File: src/rtl/alu_share_arbiter_if.sv
`default_nettype none
// ---------------------------------------------------------------------------
// alu_share_pkg / alu_share_arbiter_if
// ALU operation encoding and the requester-side request/response bundle.
// Revision: 1.0
// ---------------------------------------------------------------------------

package alu_share_pkg;

  typedef enum logic [4:0] {
    C_ADD_U = 5'd0,
    C_ADD   = 5'd1,
    C_SUB_U = 5'd2,
    C_SUB   = 5'd3,
    C_AND   = 5'd4,
    C_OR    = 5'd5,
    C_XOR   = 5'd6,
    C_NOR   = 5'd7,
    C_SLT   = 5'd8,
    C_SLTU  = 5'd9,
    C_SLL   = 5'd10,
    C_SRL   = 5'd11,
    C_SRA   = 5'd12,
    C_MULT  = 5'd13,
    C_MUL_U = 5'd14,
    C_BEQ   = 5'd15,
    C_BNE   = 5'd16,
    C_BLEZ  = 5'd17,
    C_BGTZ  = 5'd18,
    C_BLTZ  = 5'd19,
    C_BGEZ  = 5'd20
  } alu_sel_t;

endpackage

interface alu_share_arbiter_if #(
  parameter int WIDTH = 32
);

  logic [1:0]                     req_valid;
  logic [1:0]                     req_ready;
  logic [2*WIDTH-1:0]             req_a;
  logic [2*WIDTH-1:0]             req_b;
  logic [9:0]                     req_shift;
  alu_share_pkg::alu_sel_t [1:0]  req_op;
  logic [1:0]                     rsp_valid;
  logic [1:0]                     rsp_ready;
  logic [WIDTH-1:0]               rsp_result;
  logic                           rsp_branch;

  // Requester side: both requesters share one bundle, bit/slice i per side.
  modport master (
    output req_valid, req_a, req_b, req_shift, req_op, rsp_ready,
    input  req_ready, rsp_valid, rsp_result, rsp_branch
  );

  modport slave (
    input  req_valid, req_a, req_b, req_shift, req_op, rsp_ready,
    output req_ready, rsp_valid, rsp_result, rsp_branch
  );

endinterface

`default_nettype wire

File: src/rtl/alu_share_arbiter.sv
`default_nettype none
// ---------------------------------------------------------------------------
// alu_share_arbiter
// Round-robin sharing of one combinational ALU between two requesters,
// with registered operands/results and architectural HI/LO registers.
// Revision: 1.0
// ---------------------------------------------------------------------------

module alu_share_arbiter
  import alu_share_pkg::*;
#(
  parameter int WIDTH = 32
) (
  input  wire logic               clk,
  input  wire logic               rst_n,
  alu_share_arbiter_if.slave      bus,
  output logic [WIDTH-1:0]        alu_a,
  output logic [WIDTH-1:0]        alu_b,
  output logic [4:0]              alu_shift,
  output alu_sel_t                alu_opsel,
  input  wire logic [WIDTH-1:0]   alu_result,
  input  wire logic [WIDTH-1:0]   alu_result_hi,
  input  wire logic               alu_branch_taken,
  output logic [WIDTH-1:0]        hi_q,
  output logic [WIDTH-1:0]        lo_q,
  output logic                    busy
);

  typedef enum logic [1:0] {
    S_IDLE = 2'd0,
    S_EXEC = 2'd1,
    S_RESP = 2'd2
  } state_t;

  state_t           r_state;
  state_t           w_next_state;

  logic             r_last_grant;
  logic             r_owner;
  logic             w_grant;
  logic             w_accept;
  logic [1:0]       w_req_ready;
  logic [1:0]       w_rsp_valid;

  logic [WIDTH-1:0] r_a;
  logic [WIDTH-1:0] r_b;
  logic [4:0]       r_shift;
  alu_sel_t         r_op;
  logic [WIDTH-1:0] r_result;
  logic             r_branch;
  logic [WIDTH-1:0] r_hi;
  logic [WIDTH-1:0] r_lo;

  logic [WIDTH-1:0] w_sel_a;
  logic [WIDTH-1:0] w_sel_b;
  logic [4:0]       w_sel_shift;
  alu_sel_t         w_sel_op;
  logic             w_is_mult;

  // Contest winner; a lone requester always wins, a tie goes to the side
  // that did not win last time.
  always_comb begin
    w_grant = 1'b0;
    case (bus.req_valid)
      2'b01:   w_grant = 1'b0;
      2'b10:   w_grant = 1'b1;
      2'b11:   w_grant = ~r_last_grant;
      default: w_grant = 1'b0;
    endcase
  end

  assign w_sel_a     = w_grant ? bus.req_a[2*WIDTH-1:WIDTH] : bus.req_a[WIDTH-1:0];
  assign w_sel_b     = w_grant ? bus.req_b[2*WIDTH-1:WIDTH] : bus.req_b[WIDTH-1:0];
  assign w_sel_shift = w_grant ? bus.req_shift[9:5] : bus.req_shift[4:0];
  assign w_sel_op    = bus.req_op[w_grant];

  always_ff @(posedge clk or negedge rst_n) begin
    if (!rst_n) begin
      r_state <= S_IDLE;
    end else begin
      r_state <= w_next_state;
    end
  end

  always_comb begin
    w_next_state = r_state;
    w_req_ready  = 2'b00;
    w_rsp_valid  = 2'b00;
    w_accept     = 1'b0;
    case (r_state)
      S_IDLE: begin
        if (|bus.req_valid) begin
          w_req_ready[w_grant] = 1'b1;
          w_accept             = 1'b1;
          w_next_state         = S_EXEC;
        end
      end
      S_EXEC: begin
        w_next_state = S_RESP;
      end
      S_RESP: begin
        w_rsp_valid[r_owner] = 1'b1;
        if (bus.rsp_ready[r_owner]) begin
          w_next_state = S_IDLE;
        end
      end
      default: begin
        w_next_state = S_IDLE;
      end
    endcase
  end

  assign w_is_mult = (r_op == C_MULT) || (r_op == C_MUL_U);

  always_ff @(posedge clk or negedge rst_n) begin
    if (!rst_n) begin
      r_a          <= '0;
      r_b          <= '0;
      r_shift      <= '0;
      r_op         <= C_ADD_U;
      r_owner      <= 1'b0;
      r_last_grant <= 1'b1;
      r_result     <= '0;
      r_branch     <= 1'b0;
      r_hi         <= '0;
      r_lo         <= '0;
    end else begin
      if (w_accept) begin
        r_a          <= w_sel_a;
        r_b          <= w_sel_b;
        r_shift      <= w_sel_shift;
        r_op         <= w_sel_op;
        r_owner      <= w_grant;
        r_last_grant <= w_grant;
      end
      // The ALU sees only registered operands, so its result is sampled once.
      if (r_state == S_EXEC) begin
        r_result <= alu_result;
        r_branch <= alu_branch_taken;
        if (w_is_mult) begin
          r_hi <= alu_result_hi;
          r_lo <= alu_result;
        end
      end
    end
  end

  assign bus.req_ready  = w_req_ready;
  assign bus.rsp_valid  = w_rsp_valid;
  assign bus.rsp_result = r_result;
  assign bus.rsp_branch = r_branch;

  assign alu_a     = r_a;
  assign alu_b     = r_b;
  assign alu_shift = r_shift;
  assign alu_opsel = r_op;

  assign hi_q = r_hi;
  assign lo_q = r_lo;
  assign busy = (r_state != S_IDLE);

  a_ready_onehot: assert property (@(posedge clk) disable iff (!rst_n)
    $onehot0(bus.req_ready));
  a_rsp_onehot: assert property (@(posedge clk) disable iff (!rst_n)
    $onehot0(bus.rsp_valid));
  a_idle_no_rsp: assert property (@(posedge clk) disable iff (!rst_n)
    (r_state == S_IDLE) |-> (bus.rsp_valid == 2'b00));

endmodule

`default_nettype wire
File: src/flat_wrapper.sv
// flat-port wrapper written by rule: the top's interface ports become plain ports
module alu_share_arbiter_flat import alu_share_pkg::*;
#(
  parameter int WIDTH = 32
)
  (clk, rst_n, alu_a, alu_b, alu_shift, alu_opsel, alu_result, alu_result_hi, alu_branch_taken, hi_q, lo_q, busy, bus_req_valid, bus_req_a, bus_req_b, bus_req_shift, bus_req_op, bus_rsp_ready, bus_req_ready, bus_rsp_valid, bus_rsp_result, bus_rsp_branch);
  alu_share_arbiter_if #(.WIDTH(WIDTH)) bus_i ();
  input  wire logic clk;
  input  wire logic rst_n;
  output logic [WIDTH-1:0] alu_a;
  output logic [WIDTH-1:0] alu_b;
  output logic [4:0] alu_shift;
  output alu_sel_t alu_opsel;
  input  wire logic [WIDTH-1:0] alu_result;
  input  wire logic [WIDTH-1:0] alu_result_hi;
  input  wire logic alu_branch_taken;
  output logic [WIDTH-1:0] hi_q;
  output logic [WIDTH-1:0] lo_q;
  output logic busy;
  input wire logic [$bits(bus_i.req_valid)-1:0] bus_req_valid;
  input wire logic [$bits(bus_i.req_a)-1:0] bus_req_a;
  input wire logic [$bits(bus_i.req_b)-1:0] bus_req_b;
  input wire logic [$bits(bus_i.req_shift)-1:0] bus_req_shift;
  input wire logic [$bits(bus_i.req_op)-1:0] bus_req_op;
  input wire logic [$bits(bus_i.rsp_ready)-1:0] bus_rsp_ready;
  output wire logic [$bits(bus_i.req_ready)-1:0] bus_req_ready;
  output wire logic [$bits(bus_i.rsp_valid)-1:0] bus_rsp_valid;
  output wire logic [$bits(bus_i.rsp_result)-1:0] bus_rsp_result;
  output wire logic [$bits(bus_i.rsp_branch)-1:0] bus_rsp_branch;
  assign bus_i.req_valid = bus_req_valid;
  assign bus_i.req_a = bus_req_a;
  assign bus_i.req_b = bus_req_b;
  assign bus_i.req_shift = bus_req_shift;
  assign bus_i.req_op = bus_req_op;
  assign bus_i.rsp_ready = bus_rsp_ready;
  assign bus_req_ready = bus_i.req_ready;
  assign bus_rsp_valid = bus_i.rsp_valid;
  assign bus_rsp_result = bus_i.rsp_result;
  assign bus_rsp_branch = bus_i.rsp_branch;
  alu_share_arbiter #(.WIDTH(WIDTH)) u_core (.clk(clk), .rst_n(rst_n), .bus(bus_i), .alu_a(alu_a), .alu_b(alu_b), .alu_shift(alu_shift), .alu_opsel(alu_opsel), .alu_result(alu_result), .alu_result_hi(alu_result_hi), .alu_branch_taken(alu_branch_taken), .hi_q(hi_q), .lo_q(lo_q), .busy(busy));
endmodule
File: config.mk
export PLATFORM = sky130hd
export DESIGN_NAME = alu_share_arbiter_flat
export DESIGN_NICKNAME = d
export VERILOG_FILES = /design/src/rtl/alu_share_arbiter_if.sv /design/src/rtl/alu_share_arbiter.sv /design/src/flat_wrapper.sv
export SDC_FILE = /design/constraint.sdc
export NUM_CORES = 1
export LEC_CHECK = 0
export ABC_CLOCK_PERIOD_IN_PS = 3000
export CAP_MARGIN = 20
export CORE_AREA = 8 8 149 151
export DETAILED_ROUTE_END_ITERATION = 8
export DIE_AREA = 0 0 157 159
export GPL_ROUTABILITY_DRIVEN = 0
export HOLD_SLACK_MARGIN = 0.06
export MAX_ROUTING_LAYER = met4
export PLACE_DENSITY = 0.76
export SLEW_MARGIN = 20
export SYNTH_ARGS = -nofsm -noshare
export SYNTH_HDL_FRONTEND = slang
export SYNTH_SLANG_ARGS = --single-unit
File: constraint.sdc
create_clock -name clk -period 3 [get_ports clk]
set_clock_uncertainty 0.15 [all_clocks]
set_input_delay 0.75 -clock clk [delete_from_list [all_inputs] [get_ports clk]]
set_output_delay 0.75 -clock clk [all_outputs]
set_load 0.01 [all_outputs]
==> flow_metrics.env <==
export IMPL_status="finished clean"
export IMPL_period_minus_slack_ns=2.734
export IMPL_root_buffer="clkbuf_16"
export IMPL_worstSetupPathType="reg2out"
export IMPL_end_kind="primary output"
export IMPL_power_total_uw=12230
export IMPL_fin_tns_setup_ns=0
export IMPL_setup_viol_count_final=0
export IMPL_grt_max_degree=77
export IMPL_grt_pass1_wl_um=40370
export IMPL_yosys_area_top_type_share=0.5910
export IMPL_ys_warn_count=0
export IMPL_cts_max_level=4
export IMPL_core_area_sq_um=19840
export IMPL_cts_made_buffers=17
export IMPL_drv_slew=0
export IMPL_synth_area_leader_cell="dfrtp_1"
export IMPL_fin_area_sq_um=12210
export IMPL_fmax_mhz=365.8
export IMPL_synth_area_mux_share=0.1299
export IMPL_crit_chain="or2b_1 > nor2_1 > clkdlybuf4s50_1"
export IMPL_routed_top_layer="met4"
export IMPL_synth_edf_count=0
export IMPL_clockPowerShare=0.195
export IMPL_antenna_found_initial=0
export IMPL_hold_viol_final=0
export IMPL_wire_per_inst_um=21.75
export IMPL_ys_seq_area_frac=0.5946
export IMPL_dieWidth_um=157
export IMPL_synth_top_cells_by_count="174 x dfrtp_1, 102 x nand2_1, 74 x a21boi_0, 74 x a221o_1, 60 x mux2_4"
export IMPL_hp_class="in2async"
export IMPL_synth_compound_area_frac=0.1787
export IMPL_p_leak_uw=0.005308
export IMPL_synth_xor_area_share=0.001189
export IMPL_fin_crit_sh=0.9114
export IMPL_power_density_nw_per_um2=1001
export IMPL_met2_length_um=13060
export IMPL_syn_inst=555
export IMPL_cpMaxStageDelayCell="clkdlybuf4s50_1"
export IMPL_synth_simple_area_share=0.06267
export IMPL_initial_core_util=0.3712
export IMPL_die_y_um=159
export IMPL_syn_area_per_cell_sq_um=13.27
export IMPL_share_seq_of_total_power=0.334
export IMPL_p_int_uw=8188
export IMPL_grt_pass1_vias=6856
export IMPL_via_per_inst=4.991
export IMPL_vdd_ir_drop_worst_v=0.0004315
export IMPL_critPathMaxFanout=4
export IMPL_diodes=0
export IMPL_clkTransAtPathRegs_ns=0.07
export IMPL_ys_flop_type="dfrtp_1"
export IMPL_fin_ws_ns=0.2659
export IMPL_start_kind="register"
export IMPL_synth_area_leaders="dfrtp_1 59%, mux2_4 12%, a221o_1 10%"
export IMPL_io_pins=395
export IMPL_switching_share=0.3303
export IMPL_cts_sinks=175
export IMPL_max_slew_margin_rel=0.4241
export IMPL_crit_family="buffers and inverters"
export IMPL_synth_cell_types=22
export IMPL_synth_fa_ha_area_frac=0
export IMPL_synth_top_family_by_area="compound AO/OA/AOI/OAI gates"
export IMPL_dp_slack_ns=0.03218
export IMPL_drive_gt1_frac=0.1226
export IMPL_drv_cap=0
export IMPL_switchingPower_uw=4038
export IMPL_ys_seq_elements=175
export IMPL_drtPass1Iterations=4
export IMPL_grt_use_total=0.2165
export IMPL_synth_fp_nets=774
export IMPL_synth_most_common_cell="dfrtp_1"
export IMPL_met3_length_um=2463
export IMPL_overflow=0
export IMPL_worst_path_buf_inv=1
export IMPL_synthArstFlopShare=1.000
export IMPL_io_buffers=394
export IMPL_pwr_share_comb=0.471
export IMPL_critPathMaxStageDelay_ns=0.61
export IMPL_syn_to_final_growth_pct=65.74
export IMPL_rows=52
export IMPL_dp_hpwl_um=19750
export IMPL_ant_nets=0
export IMPL_post_cts_buffers=0
export IMPL_num_vias=6069
export IMPL_tightest_slew_ns=0.8638
export IMPL_synth_cell_area_sq_um=7367
export IMPL_crit_required_ns=2.10
export IMPL_drtIter0Drc=315
export IMPL_wl_met1_um=10310
export IMPL_dieArea_sq_um=24960
export IMPL_tritoncts="done"
export IMPL_worstPathArrival_ns=1.83
export IMPL_rsz0062_at_grt="false"
export IMPL_finalNetCount=1153
export IMPL_postPlaceCellArea_sq_um=11580
export IMPL_drt_wl_total_um=26450
export IMPL_clock_latency_ns=0.42
export IMPL_drc=0
export IMPL_cts_buffer_depth=2
-- power groups by stage --
| stage | Sequential (uW) | Combinational (uW) | Clock [uW] |
|---|---|---|---|
| after floorplan | 4500 | 2160 | 0 |
| after CTS | 4080 | 5870 | 2440 |
| after global routing | 4210 | 6190 | 2530 |
| final | 4080 | 5760 | 2380 |
| after global placement | 4070 | 5750 | 0 |
| after detailed placement | 4080 | 5850 | 0 |
-- per-stage QoR --
stage / utilization / std cells / hold slack [ns]
floorplan: - / 555 / 0.3044
global placement: 0.5834 / 1185 / 0.3061
CTS: 0.6151 / 1216 / 0.1083
finish: 0.6153 / 1216 / 0.1111
global route: 0.6153 / 1216 / 0.1335
detailed placement: 0.5834 / 1185 / 0.3119
-- placed cells by master, fill, tap and decap left out, types with 5 or more instances in the layout --
master,count
mux2_4,60
a221o_1,74
clkdlybuf4s50_1,391
nand2_1,102
buf_4,9
a21boi_0,74
mux2_2,5
clkbuf_16,17
dfrtp_1,174
-- kinds of logic (layout without fill, tap and decap cells) --
logic type,count (synthesis),after routing
AO/OA/AOI/OAI,151,151
XOR/XNOR,1,1
buffers and inverters,50,441
flip-flops,175,175
multiplexers,65,65
AND/OR/NAND/NOR,113,113
-- final timing paths --
path | from | endpoint | slack, ns | cells after the start
worst max register to register | u_core.r_state[1] | u_core.hi_q[29] | 0.86 | 4
worst min register to register | u_core.bus.rsp_result[31] | u_core.bus.rsp_result[31] | 0.33 | 2
min in group clk | u_core.bus.rsp_result[31] | u_core.bus.rsp_result[31] | 0.33 | 2
worst max-delay path | u_core.r_state[0] | bus_rsp_valid[1] | 0.27 | 3
worst min-delay path | rst_n | u_core.lo_q[12] | 0.11 | 1
max in group asynchronous | rst_n | u_core.hi_q[26] | 1.92 | 2
-- per-layer routing --
metal / vias up / global-route usage
li1: 2772 / -
met1: 2977 / 0.2442
met2: 289 / 0.3559
met3: 31 / 0.07573
met4: 0 / 0.06425
met5: - / -
-- layout make-up --
class                   instances  area [sq um]
fillers                      1569          7634
flip-flops and latches        175          4380
repair buffers                407          4098
multi-input cells             330          2754
clock buffers                  17         425.4
well taps                     270         337.8
clock inverters                14         203.9
inverters                       3         11.26
-- worst register-to-register path: cells and delay by family, from the launching register on --
kind          cells  cell delay, ns
simple gates      2            0.54
flops             1            0.42
mux               1            0.50
buf+inv           1            0.42
-- state kept, by name, summed over array words and instances, names as in the netlist, 2 cells and up --
| register | flops |
|---|---|
| u_core.alu_a | 32 |
| u_core.alu_b | 32 |
| u_core.alu_opsel | 5 |
| u_core.alu_shift | 5 |
| u_core.bus.rsp_result | 32 |
| u_core.r_state | 2 |
| u_core.lo_q | 32 |
| u_core.hi_q | 32 |
-- what timing repair did --
action / CTS / global route
setup endpoints to repair: 0 / 2
gates resized for setup: 0 / 2
hold buffers: 0 / 0
Power figures use the tool's default switching activity.
